--- config.mk ---
export PLATFORM = sky130hd
export DESIGN_NAME = fp_mul_pipe
export DESIGN_NICKNAME = d
export VERILOG_FILES = /design/src/rtl/fp_mul_pipe.sv
export SDC_FILE = /design/constraint.sdc
export NUM_CORES = 1
export LEC_CHECK = 0
export ABC_AREA = 1
export CAP_MARGIN = 40
export CORE_MARGIN = 2
export CORE_UTILIZATION = 35
export CTS_BUF_LIST = sky130_fd_sc_hd__clkbuf_4 sky130_fd_sc_hd__clkbuf_8
export CTS_CLUSTER_SIZE = 40
export DETAILED_ROUTE_END_ITERATION = 8
export HOLD_SLACK_MARGIN = 0.05
export PLACE_DENSITY = 0.62
export SYNTH_ARGS = -nofsm -noshare
export SYNTH_HDL_FRONTEND = slang
export SYNTH_SLANG_ARGS = --single-unit
--- constraint.sdc ---
create_clock -name clk -period 3.18 [get_ports clk]
set_input_delay 0.477 -clock clk [delete_from_list [all_inputs] [get_ports clk]]
set_output_delay 0.477 -clock clk [all_outputs]
set_load 0.03 [all_outputs]
--- src/rtl/fp_mul_pipe.sv ---
// fp_mul_pipe: 3-stage pipelined floating-point multiplier, {sign, exp, frac} format.
// Stage 1 unpacks operands and multiplies the mantissas. Stage 2 normalises the product
// and derives the guard and sticky bits. Stage 3 rounds to nearest-even and packs the
// result, saturating on overflow and flushing to +0 on underflow.
// A single advance signal moves all stages together, so a stalled output freezes the pipe.
// Define FP_MUL_FLAGS_EN to add the registered out_ovf / out_unf status outputs.
module fp_mul_pipe #(
  parameter int EXP_W = 4,
  parameter int MAN_W = 3,
  localparam int W = 1 + EXP_W + MAN_W
) (
  input  logic         clk,
  input  logic         rst,
  input  logic         in_valid,
  output logic         in_ready,
  input  logic [W-1:0] in_a,
  input  logic [W-1:0] in_b,
  output logic         out_valid,
  input  logic         out_ready,
  output logic [W-1:0] out_p,
  output logic         out_zero
`ifdef FP_MUL_FLAGS_EN
  ,
  output logic         out_ovf,
  output logic         out_unf
`endif
);
  localparam int EW   = EXP_W + 2;
  localparam int PW   = 2 * MAN_W + 2;
  localparam int BIAS = (1 << (EXP_W - 1)) - 1;
  localparam logic signed [EW-1:0] EXP_MAX = EW'((1 << EXP_W) - 1);
  localparam logic signed [EW-1:0] EXP_MIN = EW'(1);

  logic                 advance;
  logic                 s1_valid_q, s2_valid_q, out_valid_q;

  logic                 s1_sign_d, s1_sign_q;
  logic                 s1_zero_d, s1_zero_q;
  logic signed [EW-1:0] s1_exp_d, s1_exp_q;
  logic [PW-1:0]        s1_prod_d, s1_prod_q;

  logic [PW-2:0]        s2_tail;
  logic                 s2_sign_d, s2_sign_q;
  logic                 s2_zero_d, s2_zero_q;
  logic signed [EW-1:0] s2_exp_d, s2_exp_q;
  logic [MAN_W-1:0]     s2_frac_d, s2_frac_q;
  logic                 s2_guard_d, s2_guard_q;
  logic                 s2_sticky_d, s2_sticky_q;

  logic                 round_up;
  logic [MAN_W:0]       frac_rnd;
  logic signed [EW-1:0] exp_rnd;
  logic                 is_ovf, is_unf;
  logic [W-1:0]         res_p_d, out_p_q;
  logic                 res_zero_d, out_zero_q;

  // Every stage moves when the output slot is empty or being consumed.
  assign advance   = !out_valid_q || out_ready;
  assign in_ready  = advance;
  assign out_valid = out_valid_q;
  assign out_p     = out_p_q;
  assign out_zero  = out_zero_q;

  // Stage 1: sign, zero detect (exp field 0 flushes), biased exponent sum, mantissa product.
  always_comb begin
    s1_sign_d = in_a[W-1] ^ in_b[W-1];
    s1_zero_d = (in_a[W-2:MAN_W] == '0) || (in_b[W-2:MAN_W] == '0);
    s1_exp_d  = EW'(in_a[W-2:MAN_W]) + EW'(in_b[W-2:MAN_W]) - EW'(BIAS);
    s1_prod_d = PW'({1'b1, in_a[MAN_W-1:0]}) * PW'({1'b1, in_b[MAN_W-1:0]});
  end

  // Stage 2: product lies in [1,4); drop the hidden bit and keep the bits below it.
  always_comb begin
    s2_tail     = s1_prod_q[PW-1] ? s1_prod_q[PW-2:0] : {s1_prod_q[PW-3:0], 1'b0};
    s2_frac_d   = s2_tail[PW-2:MAN_W+1];
    s2_guard_d  = s2_tail[MAN_W];
    s2_sticky_d = |s2_tail[MAN_W-1:0];
    s2_exp_d    = s1_exp_q + EW'(s1_prod_q[PW-1]);
    s2_sign_d   = s1_sign_q;
    s2_zero_d   = s1_zero_q;
  end

  // Stage 3: round-to-nearest-even, renormalise on carry-out, then saturate or flush.
  always_comb begin
    round_up   = s2_guard_q && (s2_sticky_q || s2_frac_q[0]);
    frac_rnd   = {1'b0, s2_frac_q} + (MAN_W+1)'(round_up);
    exp_rnd    = s2_exp_q + EW'(frac_rnd[MAN_W]);
    is_ovf     = exp_rnd > EXP_MAX;
    is_unf     = exp_rnd < EXP_MIN;
    res_zero_d = s2_zero_q || is_unf;
    if (res_zero_d) begin
      res_p_d = '0;
    end else if (is_ovf) begin
      res_p_d = {s2_sign_q, {(W-1){1'b1}}};
    end else begin
      res_p_d = {s2_sign_q, exp_rnd[EXP_W-1:0], frac_rnd[MAN_W-1:0]};
    end
  end

  // Valid bits shift together on advance; bubbles travel like data.
  always_ff @(posedge clk or posedge rst) begin
    if (rst) begin
      s1_valid_q  <= 1'b0;
      s2_valid_q  <= 1'b0;
      out_valid_q <= 1'b0;
    end else if (advance) begin
      s1_valid_q  <= in_valid;
      s2_valid_q  <= s1_valid_q;
      out_valid_q <= s2_valid_q;
    end
  end

  // Stage 1 register: capture only on an accepted operand pair.
  always_ff @(posedge clk or posedge rst) begin
    if (rst) begin
      s1_sign_q <= 1'b0;
      s1_zero_q <= 1'b0;
      s1_exp_q  <= '0;
      s1_prod_q <= '0;
    end else if (advance && in_valid) begin
      s1_sign_q <= s1_sign_d;
      s1_zero_q <= s1_zero_d;
      s1_exp_q  <= s1_exp_d;
      s1_prod_q <= s1_prod_d;
    end
  end

  // Stage 2 register: normalised fraction with rounding information.
  always_ff @(posedge clk or posedge rst) begin
    if (rst) begin
      s2_sign_q   <= 1'b0;
      s2_zero_q   <= 1'b0;
      s2_exp_q    <= '0;
      s2_frac_q   <= '0;
      s2_guard_q  <= 1'b0;
      s2_sticky_q <= 1'b0;
    end else if (advance && s1_valid_q) begin
      s2_sign_q   <= s2_sign_d;
      s2_zero_q   <= s2_zero_d;
      s2_exp_q    <= s2_exp_d;
      s2_frac_q   <= s2_frac_d;
      s2_guard_q  <= s2_guard_d;
      s2_sticky_q <= s2_sticky_d;
    end
  end

  // Output register: packed product and zero indication.
  always_ff @(posedge clk or posedge rst) begin
    if (rst) begin
      out_p_q    <= '0;
      out_zero_q <= 1'b0;
    end else if (advance && s2_valid_q) begin
      out_p_q    <= res_p_d;
      out_zero_q <= res_zero_d;
    end
  end

`ifdef FP_MUL_FLAGS_EN
  logic res_ovf_d, res_unf_d, out_ovf_q, out_unf_q;

  // A true-zero operand is neither an overflow nor an underflow.
  assign res_ovf_d = !s2_zero_q && is_ovf;
  assign res_unf_d = !s2_zero_q && is_unf;
  assign out_ovf   = out_ovf_q;
  assign out_unf   = out_unf_q;

  // Status flags registered alongside the product.
  always_ff @(posedge clk or posedge rst) begin
    if (rst) begin
      out_ovf_q <= 1'b0;
      out_unf_q <= 1'b0;
    end else if (advance && s2_valid_q) begin
      out_ovf_q <= res_ovf_d;
      out_unf_q <= res_unf_d;
    end
  end
`endif

endmodule

==> summary.txt, run 1 <==
Die
  – Die Wd: 89.5 um
  – Initial Util: 0.356
  – FP Rows: 31
  – Die area: 8010 um^2
  – Ports: 31
  – Core Region: 7180 um^2
  – Die Height: 89.5 um

Finish
  – Layout fillers: 725
  – Layout cells sized above 1: 0.0729
  – Commonest cells after routing, fill and taps aside: 97 x nand2_1, 47 x inv_1, 41 x dfrtp_1
  – Area grow syn2layout: 18.7%
  – Ant diodes: 0
  – Layout Nets: 392
  – Final instance area: 3040 um^2
  – Final core occ: 0.423
  – Commonest non-fill, non-tap cell in the layout: nand2_1
  – Non-Filler Instances: 442

Critical path
  – Worst path required time: 3.37 ns
  – CP arrival: 3.04 ns
  – Slowest CP cell: clkdlybuf4s50_1
  – Slowest Stage Delay on Critical Path: 0.52 ns
  – Critical Path End Type: flip-flop
  – CP max FO: 4
  – Startpoint types: input port
  – Critical-path cell list: clkdlybuf4s50_1 -> ha_1 -> inv_1 -> fa_1 -> fa_1 -> inv_1 -> ha_1 -> nand2_1 -> inv_1 -> nand4_1 -> nand3_1 -> nand2_1 -> nand3_1 -> nand2_1
  – Kind of critical path: in2reg

Timing
  – Fmax: 0.350 GHz
  – RSZ-0062 raised after global routing: no
  – Slew headroom: 0.657
  – Period minus WS final: 2.85 ns
  – Slew Limit Fails: 0
  – Worst hold slack: 0.479 ns
  – Final clock period utilization by the worst path: 0.898
  – Finish-stage setup viols: 0
  – Final setup TNS: 0 ns
  – Final Skew: 0.00801 ns
  – Final worst setup slack: 0.325 ns
  – Final Hold Fails: 0
  – Slew @ Worst Pin: 0.514 ns

Clocking
  – # Post-CTS Setup Buffers: 0
  – CTS Hold Bufs: 0
  – Clk_lat worst skew: 0.30 ns
  – Bufs on Longest Clock Path: 2
  – Num CTS Buffers: 5
  – TritonCTS Sinks: 41
  – Clock-pin slew on the worst setup and hold paths: 0.07 ns
  – CTS tree: done
  – Clk root buf: clkbuf_8
  – # resized after CTS: 0
  – H-Tree Depth: 2

Placed design
  – Post-place instance area: 2950 um^2
  – Dpl ws: 0.0181 ns
  – Placed cells: 434
  – # port buffers: 30
  – Routability congestion estimate: 0.798
  – Post-DP HPWL: 3.35 mm

GRT
  – Initial antenna violation count: 0
  – Vias in the first global route: 1859
  – First-pass GRT wire length: 7.70 mm
  – Total GRT Usage: 0.122
  – Largest net degree at the start of global routing: 42
  – GR Overflow Total: 0

Logic synthesis
  – Unique masters post-synth: 30
  – Cell area after synthesis: 2560 um^2
  – Post-synth net total: 359
  – Syn Inst Count: 309
  – Synth warn: 0
  – Flops & latches, synth: 41
  – Sequential cell area fraction in the yosys report: 0.401
  – Mean Syn Cell Area: 8.28 um^2

Power
  – P_leak: 1.58 nW
  – P per Cell Area: 683 nW/um^2
  – Total power: 2.07 mW
  – Worst VDD drop: 200 uV

Hold path
  – Worst Hold Class: reg2reg

Detailed routing
  – ANT nets after route: 0
  – Detailed Route WL: 4.28 mm
  – Starting DRT DRC Count: 62
  – DR WL/cell: 9.69 um
  – Via count: 1922
  – DRC Markers: 0
  – Via density: 4.35
  – Pre-antenna DRT Iters: 4

Status
  – Status: completed

Run
  – Max cap viols: 0
worst max-delay path: cells and delay by family:
family / cells / cell delay (ns)
fa+ha+maj: 4 / 1.41
simple gates: 6 / 0.44
buf+inv: 4 / 0.71
final cells by class:
cell class / count / area (um^2) / share of cell area
Clock buffer: 6 / 76.3 / 0.0251
Multi-Input combinational cell: 212 / 1300 / 0.427
Timing Repair Buffer: 32 / 315 / 0.104
Clock inverter: 2 / 10.0 / 0.00330
Sequential cell: 41 / 1030 / 0.338
Tap cell: 99 / 124 / 0.0408
Inverter: 50 / 188 / 0.0618
routing by layer:
metal,global-route usage,vias up,wire [um]
met5,0,-,0
met4,0.0407,0,61
met3,0.0305,5,180
met2,0.201,32,1920
met1,0.157,854,2120
li1,-,1031,-
state kept, by name, summed over array words and instances (netlist names), 3 cells and up:
| signal | count |
|---|---|
| s2_exp_q | 6 |
| s2_frac_q | 3 |
| s1_exp_q | 6 |
| out_p | 8 |
| s1_prod_q | 8 |
power by group:
part | leakage, nW | total [mW] | internal [mW] | switching (mW)
clock network | 0.0484 | 0.339 | 0.161 | 0.178
logic | 1.02 | 0.893 | 0.369 | 0.524
registers | 0.513 | 0.842 | 0.710 | 0.132
cells in the mapped netlist:
cell,instances,share of area
nand2_4,2,0.0088
dfrtp_1,41,0.40
nor2_2,3,0.0073
nand3_1,14,0.027
or2_1,1,0.0024
o21ai_1,14,0.027
nand4_1,4,0.0098
buf_2,2,0.0039
nand3b_1,1,0.0029
inv_2,3,0.0044
or2_2,2,0.0049
xnor2_1,6,0.021
a21oi_1,5,0.0098
a41oi_1,1,0.0034
o21ai_0,12,0.023
nand2b_1,1,0.0024
inv_1,47,0.069
xor2_1,3,0.010
o211ai_1,1,0.0029
nor2_4,2,0.0088
buf_6,3,0.013
clkbuf_1,1,0.0015
nand2_2,2,0.0049
ha_1,24,0.12
a31oi_1,1,0.0024
fa_1,6,0.047
nor2_1,7,0.010
nand2_1,97,0.14
nor4_1,2,0.0049
o22ai_2,1,0.0049
kinds of logic (layout without fill, tap and decap cells):
logic type | after synthesis | count (layout) | share of synthesized area
XOR/XNOR | 9 | 9 | 0.0308
AO/OA/AOI/OAI | 35 | 35 | 0.0744
AND/OR/NAND/NOR | 138 | 138 | 0.237
buffers and inverters | 56 | 90 | 0.0920
adder cells (fa/ha/maj) | 30 | 30 | 0.164
flip-flops | 41 | 41 | 0.401
worst paths after layout:
check                                          from                       end  slack [ns]  cells after the start
max                                         in_b[2]  s1_prod_q[7]$_DFFE_PP0P_        0.33                     14
min                            out_p[4]$_DFFE_PP0P_      out_p[4]$_DFFE_PP0P_        0.48                      2
max reg2reg                s2_frac_q[0]$_DFFE_PP0P_      out_p[3]$_DFFE_PP0P_        1.13                     15
min reg2reg                    out_p[4]$_DFFE_PP0P_      out_p[4]$_DFFE_PP0P_        0.48                      2
max in group asynchronous                       rst      out_p[4]$_DFFE_PP0P_        2.21                      3
min in group asynchronous                       rst     s2_zero_q$_DFFE_PP0P_        0.62                      3
No activity file was read; power rests on OpenSTA's default activity.
==> inputs of run 2 (changes only) <==
--- a/config.mk
+++ b/config.mk
@@ -17,3 +17,4 @@
 export SYNTH_ARGS = -nofsm -noshare
 export SYNTH_HDL_FRONTEND = slang
 export SYNTH_SLANG_ARGS = --single-unit
+export TNS_END_PERCENT = 50
==> results of run 2 <==
The final DEF is identical to that of run 1; final timing and power are the same.
==> edit 1: new RTL, settings of run 1 <==
Change the parameter `EXP_W` from 4 to 5.
--- a/src/rtl/fp_mul_pipe.sv
+++ b/src/rtl/fp_mul_pipe.sv
@@ -7,3 +7,3 @@
 module fp_mul_pipe #(
-  parameter int EXP_W = 4,
+  parameter int EXP_W = 5,
   parameter int MAN_W = 3,
Ports: changed (resized in_a, in_b and out_p); port bits go from 31 to 34. The function was not compared with the original's and may differ.
==> edit 1 against run 1 <==
Total power is 9.2% higher; sequential cell count is 3 higher; routed wire length increased by 17%; design area is 10% higher; worst setup slack lost 0.013 ns; largest cell class unchanged; synthesized area rose by 9.0%; clock skew is 0.0049 ns lower; largest power group unchanged; highest routed layer unchanged.
==> edit 1: results <==
[setup_path]
crit_path_largest_cell_delay_ns = 0.50
critical_path.slowest_cell = sky130_fd_sc_hd__fa_1
worst_r2r_startpoint = s2_frac_q[0]

[routing]
detail_route.wirelength.met1_um = 2440
met3RoutedLength_um = 198
wl_met2_um = 2330
detail_routed_via_count_per_cell = 4.39
routed_wire_length_per_instance_um = 10.1

[synth]
yosys_warn_count = 0
synthesized_nets = 408
netlist_top_cells_area = sky130_fd_sc_hd__dfrtp_1, sky130_fd_sc_hd__nand2_1, sky130_fd_sc_hd__ha_1
post_synth_num_cell_types = 27
yosys-top-cells-count = sky130_fd_sc_hd__nand2_1, sky130_fd_sc_hd__inv_1, sky130_fd_sc_hd__dfrtp_1, sky130_fd_sc_hd__o21ai_0
post_synth_inst_count = 354

[cells_and_area]
post_route_cells_drive_above_1_share_pct = 6.33
final.fill_count = 799

[global_routing]
grt_pass1_wl_um = 9140
met3_usage_pct = 3.22
grt_util_met2_pct = 22.2
grtUsageMet1_pct = 16.0
largest_net_degree_at_the_start_of_global_routing = 45
grtUsageTotal_pct = 12.8
grt_pass1_vias = 2176

[place]
dp_slack_ns = -0.0190
place_area_um2 = 3250
dp_hpwl_um = 3970
globalplace.congestion = 0.734
placedCellCount = 489
numPortBuffers = 33

[worst_hold_path]
min_path_type = register to register
hold_path_startpoint = out_p[0]

[power_and_ir_drop]
ir_drop_worst_case_vdd_v = 0.000217
cellLeakagePower_uw = 0.00176

[sta]
tightestPinTransition_ns = 0.534
clock_skew_ns = 0.00315

[status]
status = completed

[cts]
worst_skew_pair.late_latency_ns = 0.29
edit 1: power breakdown:
| part | switching, uW | internal (uW) |
|---|---|---|
| registers | 136 | 768 |
| clock network | 177 | 194 |
| logic | 599 | 391 |
| total | 912 | 1350 |
edit 1: worst paths after layout:
kind,to,slack [ns],cells after the start
max,s1_prod_q[6],0.31,12
min,out_p[0],0.48,2
max reg2reg,out_p[4],1.13,15
min reg2reg,out_p[0],0.48,2
max in group asynchronous,s1_exp_q[6],2.20,3
min in group asynchronous,out_zero,0.62,3
edit 1: cell families after synthesis:
| group | Yosys count | synth area share (%) |
|---|---|---|
| and+or+nand+nor | 169 | 25.6 |
| DFF | 44 | 39.5 |
| adders and majority gates | 32 | 16.0 |
| buffers and inverters | 63 | 9.07 |
| AOI/OAI and AO/OA | 38 | 7.32 |
| xor gates and xnor gates | 8 | 2.51 |
edit 1: final cells by class:
class,instances,share of cell area (%)
tap,102,3.81
sequential,44,32.8
multi-input combinational,247,42.7
inverter,56,6.27
clock buffer,8,2.91
timing repair buffer,40,11.4
==> edit 2: new RTL, settings of run 1 <==
Without the edit above. Build with the macro `FP_MUL_FLAGS_EN` defined.
--- a/src/rtl/fp_mul_pipe.sv
+++ b/src/rtl/fp_mul_pipe.sv
@@ -6,2 +6,4 @@
 // Define FP_MUL_FLAGS_EN to add the registered out_ovf / out_unf status outputs.
+`define FP_MUL_FLAGS_EN
+
 module fp_mul_pipe #(
Formal check against the unedited RTL (old outputs only; new: out_ovf and out_unf): equivalent (Yosys induction, for registers that start in step).
==> edit 2 against run 1 <==
Clock power is 4% higher; largest cell class unchanged; critical path type unchanged; routed wire length is 6.7% higher; synthesized area is 2.2% higher; utilization is 0.94 points higher; largest power group unchanged; sequential cell count is 2 higher; total power is 6.2% higher; design area is 3.3% higher; worst setup slack better by 0.0028 ns.
==> edit 2: results <==
[setup_path]
crit-reg2reg-capture = out_p[4]
worstSetupStartpoint = in_a[2]
reg2reg_depth = 15
critical_path.slowest_cell = sky130_fd_sc_hd__clkdlybuf4s50_1
timing.critical_path.arrival_ns = 3.05
worst_r2r_startpoint = s2_frac_q[0]

[synth]
synthesized_nets = 371
post_synth_num_cell_types = 26
synth.yosys.seq_area_share_pct = 41.2
yosys-top-cells-count = sky130_fd_sc_hd__nand2_1, sky130_fd_sc_hd__inv_1, sky130_fd_sc_hd__dfrtp_1, sky130_fd_sc_hd__o21ai_1, sky130_fd_sc_hd__ha_1
synth.top_cell.area_share_pct = 41.2
post_synth.cell_area_avg_um2 = 8.14
netlist_top_cells_area = sky130_fd_sc_hd__dfrtp_1, sky130_fd_sc_hd__nand2_1, sky130_fd_sc_hd__ha_1
asyncSetResetFlopFracSynth_pct = 100

[cts]
cts.clk_slew.worst_paths_ns = 0.09
cts-buffers-inserted = 5
htreeDepth = 2
worst_skew_pair.late_latency_ns = 0.30
cts.root.buffer_cell = sky130_fd_sc_hd__clkbuf_8

[power_and_ir_drop]
ir_drop_worst_case_vdd_v = 0.000196
cellLeakagePower_uw = 0.00164

[worst_hold_path]
min_to = out_valid
min_path_type = register to register
hold_path_startpoint = s2_valid_q

[status]
status = completed

[place]
dp_hpwl_um = 3520
dp_slack_ns = 0.00863
globalplace.congestion = 0.755
numPortBuffers = 32
placedCellCount = 448
place_area_um2 = 3050

[cells_and_area]
finish.cell_count_without_fillers = 456
layout-area-overhead-vs-synth_pct = 20.0
post_route_cells_drive_above_1_share_pct = 6.44
final.fill_count = 776
nNetsFinal = 406

[routing]
finalWirelength_um = 4570
first_pass_iters = 4
total_number_of_vias = 1978
detail_route.iter0.violations = 73

[global_routing]
grt_pass1_wl_um = 8690
grtUsageTotal_pct = 12.6
largest_net_degree_at_the_start_of_global_routing = 44

[sta]
clock_skew_ns = 0.00932
tightestPinTransition_ns = 0.537
finalHoldWorstSlack_ns = 0.471
[edit 2: cell count changes after synthesis, moves of 2 or more]
cell	run 1	this run
sky130_fd_sc_hd__a21oi_1	5	2
sky130_fd_sc_hd__buf_2	2	5
sky130_fd_sc_hd__buf_6	3	0
sky130_fd_sc_hd__dfrtp_1	41	43
sky130_fd_sc_hd__inv_2	3	5
sky130_fd_sc_hd__nand2_1	97	108
sky130_fd_sc_hd__nor2_1	7	10
sky130_fd_sc_hd__nor2_4	2	0
sky130_fd_sc_hd__o21ai_0	12	3
sky130_fd_sc_hd__o21ai_1	14	25
sky130_fd_sc_hd__o21bai_1	0	2
sky130_fd_sc_hd__or2_2	2	0
[edit 2: power by group]
| part | switching (uW) | total, uW | internal [uW] | leakage (uW) |
|---|---|---|---|---|
| registers | 136 | 880 | 744 | 0.000541 |
| clock network | 189 | 351 | 162 | 0.0000446 |
| logic | 573 | 973 | 400 | 0.00105 |
[edit 2: worst reg2reg max path, stage by stage, from the launching register on]
cell and delay, ns:
sky130_fd_sc_hd__dfrtp_1 0.40, sky130_fd_sc_hd__nor2_1 0.09, sky130_fd_sc_hd__nor2_1 0.05, sky130_fd_sc_hd__ha_1 0.19, sky130_fd_sc_hd__nand2_1 0.07, sky130_fd_sc_hd__nor2_1 0.04, sky130_fd_sc_hd__ha_1 0.21, sky130_fd_sc_hd__ha_1 0.28
sky130_fd_sc_hd__inv_1 0.07, sky130_fd_sc_hd__nand2_1 0.05, sky130_fd_sc_hd__nor2_1 0.11, sky130_fd_sc_hd__nand3_1 0.13, sky130_fd_sc_hd__nand2_4 0.12, sky130_fd_sc_hd__nor2_8 0.05, sky130_fd_sc_hd__nand2_1 0.06, sky130_fd_sc_hd__nand2_1 0.04
[edit 2: area by class of cell]
type	count	share of cell area [%]
Timing Repair Buffer	35	10.9
Multi-Input combinational cell	220	41.9
Inverter	51	6.10
Tap cell	99	3.95
Sequential cell	43	34.3
Clock buffer	6	2.43
Clock inverter	2	0.399
[edit 2: how the worst max path moves through the flow]
stage,to,slack (ns)
after detailed placement,s1_prod_q[7],0.009
final,s1_prod_q[7],0.33
after global placement,s1_prod_q[7],0.1
after CTS,s1_prod_q[7],0.33
after global routing,s1_prod_q[7],0.17
after floorplan,s1_prod_q[6],0.71
[edit 2: kinds of logic after synthesis]
group | count (synthesis) | synth area share (%)
compound gates | 34 | 6.94
xor+xnor | 10 | 3.35
fa+ha+maj | 30 | 16.1
buf+inv | 58 | 8.57
flops | 43 | 41.2
simple gates | 146 | 23.9
[edit 2: layer usage]
metal / share of wire (%) / GRT usage [%] / up-vias
met1: 49 / 16.2 / 872
met2: 45 / 21.2 / 34
met5: 0 / 0 / -
met3: 3.7 / 2.59 / 7
li1: - / - / 1065
met4: 1.4 / 4.23 / 0
